$ cat src/rtl/div_arbiter.sv
// Two-requester round-robin front end for one shared external 2-bit divider.
// Divide-by-zero requests skip the divider, complete in one cycle and are counted.
module div_arbiter #(
    parameter int EVAL_CYCLES = 1
) (
    input  logic       clk,
    input  logic       rst_n,
    input  logic [1:0] req,
    input  logic [1:0] n0,
    input  logic [1:0] d0,
    input  logic [1:0] n1,
    input  logic [1:0] d1,
    output logic [1:0] ack,
    output logic [1:0] q,
    output logic [1:0] r,
    output logic       dz,
    output logic       busy,
    output logic [1:0] div_n,
    output logic [1:0] div_d,
    input  logic [1:0] div_q,
    input  logic [1:0] div_r,
    output logic [3:0] dz_cnt
);

    typedef enum logic [1:0] {IDLE, EVAL, DONE} state_t;

    state_t     state;
    logic       rr;
    logic       gnt;
    logic       pick;
    logic [2:0] cnt;
    logic [1:0] sel_n;
    logic [1:0] sel_d;

    // With both requests pending the pointer decides; otherwise the lone requester wins.
    always_comb begin
        pick  = (req == 2'b11) ? rr : req[1];
        sel_n = pick ? n1 : n0;
        sel_d = pick ? d1 : d0;
    end

    assign busy = (state != IDLE);

    always_ff @(posedge clk or negedge rst_n) begin
        if (!rst_n) begin
            state  <= IDLE;
            rr     <= 1'b0;
            gnt    <= 1'b0;
            cnt    <= 3'd0;
            ack    <= 2'b00;
            q      <= 2'b00;
            r      <= 2'b00;
            dz     <= 1'b0;
            div_n  <= 2'b00;
            div_d  <= 2'b00;
            dz_cnt <= 4'd0;
        end else begin
            ack <= 2'b00;
            case (state)
                IDLE: begin
                    if (req != 2'b00) begin
                        gnt <= pick;
                        rr  <= ~pick;
                        // Zero divisor never touches the divider operands.
                        if (sel_d == 2'b00) begin
                            state <= DONE;
                            ack   <= {pick, ~pick};
                            q     <= 2'b00;
                            r     <= 2'b00;
                            dz    <= 1'b1;
                            if (dz_cnt != 4'hF) dz_cnt <= dz_cnt + 4'd1;
                        end else begin
                            state <= EVAL;
                            cnt   <= 3'd0;
                            div_n <= sel_n;
                            div_d <= sel_d;
                        end
                    end
                end
                EVAL: begin
                    if (cnt == 3'(EVAL_CYCLES - 1)) begin
                        state <= DONE;
                        ack   <= {gnt, ~gnt};
                        q     <= div_q;
                        r     <= div_r;
                        dz    <= 1'b0;
                    end else begin
                        cnt <= cnt + 3'd1;
                    end
                end
                DONE:    state <= IDLE;
                default: state <= IDLE;
            endcase
        end
    end

endmodule

$ cat config.mk
export PLATFORM = sky130hd
export DESIGN_NAME = div_arbiter
export DESIGN_NICKNAME = d
export VERILOG_FILES = /design/src/rtl/div_arbiter.sv
export SDC_FILE = /design/constraint.sdc
export NUM_CORES = 1
export LEC_CHECK = 0
export CAP_MARGIN = 40
export CELL_PAD_IN_SITES_DETAIL_PLACEMENT = 1
export CELL_PAD_IN_SITES_GLOBAL_PLACEMENT = 1
export CORE_MARGIN = 1.5
export CORE_UTILIZATION = 36
export CTS_BUF_LIST = sky130_fd_sc_hd__clkbuf_16
export DETAILED_ROUTE_END_ITERATION = 16
export GPL_TIMING_DRIVEN = 0
export PLACE_DENSITY = 0.9
export SYNTH_ARGS = -nofsm -noshare
export SYNTH_HDL_FRONTEND = slang
export SYNTH_SLANG_ARGS = --single-unit
$ cat constraint.sdc
create_clock -name clk -period 2 [get_ports clk]
set_input_delay 0.4 -clock clk [delete_from_list [all_inputs] [get_ports clk]]
set_output_delay 0.4 -clock clk [all_outputs]
set_load 0.01 [all_outputs]
==> flow_summary_export.csv <==
group,metric,value,unit
final_layout,area_growth_syn_to_layout,45.7,%
grt,grt_use_total,20.0,%
drt,ant_nets,0,
timing,hold_viol,0,
timing,fin_worst_skew,0.00242,ns
timing,maxSlewViolCount,0,
final_layout,fin_nets,160,
floorplanning,die_w,59.1,um
floorplanning,io_pins,32,
grt,antenna_found_initial,0,
timing,fin_crit_sh,96.9,%
yosys,synthCells,102,
clock_network,htreeDepth,1,
timing,setup_violations,0,
yosys,ys_seq_area_share,48.7,%
timing,fin_crit,1.94,ns
critical_path,cp_max_fo,6,
yosys,yosys_most_used_dff,"dfrtp_1",
drt,routed_via_density,5.07,
placed_design,place_congestion,0.763,
drt,drt_pass1_iterations,2,
pwr,ir_drop,0.730,mV
drt,first_iter_violations,29,
placed_design,dpl.cell_count,177,
critical_path,end_kind,"flip-flop",
critical_path,cp-start-kind,"input pin",
grt,grt-ovfl-total,0,
clock_network,cts-buffers-inserted,3,
clock_network,cts_sinks,22,
drt,vias,932,
grt,grt_pass1_wl,5.00,mm
flow_run,drv_cap,0,
timing,fmax,0.516,GHz
final_layout,drive_gt1_share,17.1,%
final_layout,post-route-util,54.4,%
pwr,p_total,2.43,mW
yosys,synth_top_area_share,48.7,%
timing,worst_slew_pin_slew,0.621,ns
final_layout,fin_cells,184,
yosys,synth_edf_count,0,
floorplanning,initial_core_util,37.4,%
placed_design,port_buffers,30,
final_layout,nFillCells,318,
timing,fin_setup_tns,0,ns
timing,slew_headroom,58.1,%
placed_design,dpl.hpwl,2.28,mm
critical_path,critPathKind,"in2reg",
floorplanning,dieArea,0.00349,mm2
yosys,yosysUniqueCellTypes,35,
run_status,status,"finished clean",
floorplanning,die_height,59.1,um
drt,drcViolationCount,0,
placed_design,dpl_cell_area,0.00151,mm2
yosys,syn_area,0.00113,mm2
yosys,synth_top_area_cell,"dfrtp_1",
grt,grt_start_max_net_pins,19,
yosys,synth_area_leaders,"dfrtp_1, mux2_2, ha_1",
floorplanning,core_area,0.00303,mm2
floorplanning,fp-row-count,20,
grt,grt_pass1_vias,1029,
yosys,ys_async_sr_fraction,100,%
yosys,yosys_warnings,0,
clock_network,root_buffer,"clkbuf_16",
yosys,ys_seq_elements,22,
critical_path,critPathRequiredTime,2.14,ns
clock_network,cts_tree,"done",
drt,wl_per_cell,17.3,um
pwr,powerDensity,1480,mW/mm2
critical_path,crit_arrival,2.08,ns
final_layout,diodes,0,
timing,worst_slack,0.0611,ns
placed_design,place_ws,-0.262,ns
clock_network,clockBufferDepth,2,
pwr,p_leak,0.693,nW
clock_network,clkTransAtPathRegs,0.06,ns
yosys,synth_area_per_cell,11.1,um2
yosys,synth_nets,121,
final_layout,final_cell_area,0.00165,mm2
critical_path,reg2reg_slack,0.17,ns
timing,holdWs,0.390,ns
worst_hold_path,hp-class,"in2reg",
clock_network,insertion_delay,0.26,ns
drt,wirelength,3.18,mm
==> routing by layer <==
| layer | global-route usage, % | vias to the layer above | wire (um) |
|---|---|---|---|
| met5 | 0 | - | 0 |
| met4 | 11.7 | 0 | 78 |
| met3 | 2.18 | 5 | 69 |
| met2 | 34.1 | 16 | 1720 |
| met1 | 24.3 | 467 | 1310 |
| li1 | - | 444 | - |
==> cells by family after synthesis <==
group	share of synthesized area [%]
flip-flops	48.7
buffers and inverters	4.98
XOR/XNOR	2.32
AND/OR/NAND/NOR	13.5
multiplexers	4.98
AO/OA/AOI/OAI	22.2
adder cells (fa/ha/maj)	3.32
==> worst max-delay path, stage by stage <==
cell and delay [ns]:
clkdlybuf4s50_1 0.54, and2b_1 0.27, nor4_4 0.26, buf_4 0.20, buf_4 0.13, o211ai_1 0.11
xnor2_1 0.16
==> report_power, final <==
group	internal [mW]	switching (mW)	leakage (nW)
sequential	0.646	0.157	0.274
combinational	0.621	0.574	0.381
clock	0.267	0.166	0.0385
==> path summary, 6_finish.rpt <==
check	startpoint	to	depth (start not counted)
setup / recovery	req[0]	dz_cnt[3]	7
hold / removal	req[1]	rr	2
setup reg to reg	cnt[0]	q[1]	6
hold reg to reg	gnt	ack[0]	1
max in group asynchronous	rst_n	dz_cnt[2]	2
min in group asynchronous	rst_n	state[0]	1
==> state kept, by name, indices dropped and copies added (netlist names) <==
name	count
ack	2
cnt	3
div_d	2
div_n	2
dz	1
dz_cnt	4
gnt	1
q	2
r	2
rr	1
state	2
==> layout make-up <==
cell class                      instances  area [um2]  share of cell area (%)
Sequential cell                        22         551                    33.4
Timing Repair Buffer                   34         363                    22.0
Inverter                                9        33.8                    2.05
Tap cell                               44        55.1                    3.34
Clock buffer                            3        75.1                    4.56
Multi-Input combinational cell         69         544                    33.0
Clock inverter                          1        3.75                   0.228
Buffer                                  2        22.5                    1.37
==> cells in the mapped netlist, drive strengths merged, types with 3 or more instances <==
library cell / count
dfrtp: 22
inv: 9
nor2: 8
o21ai: 8
a21oi: 5
mux2: 5
a22o: 4
nand2: 4
ha: 3
nand2b: 3
nand3: 3
xnor2: 3
==> placed cells by master (no fill, tap or decap), drive strengths merged, types with 2 or more instances in the layout <==
| cell type | instances |
|---|---|
| ha | 3 |
| dfrtp | 22 |
| inv | 9 |
| a21oi | 5 |
| nor3 | 2 |
| clkbuf | 3 |
| nand3 | 3 |
| a31oi | 2 |
| xnor2 | 3 |
| mux2 | 5 |
| buf | 6 |
| nor2 | 8 |
| nand2 | 4 |
| o21bai | 2 |
| nand2b | 3 |
| clkdlybuf4s50 | 30 |
| o21ai | 8 |
| nor2b | 2 |
| a211oi | 2 |
| a22o | 4 |
| o211ai | 2 |
==> timing repair <==
action                     in CTS  in global routing
setup endpoints to repair       4                 10
resized for setup               2                  2
pin swaps                       1                  2
buffers inserted                0                  3
hold buffers                    0                  0
Power figures use the tool's default switching activity.
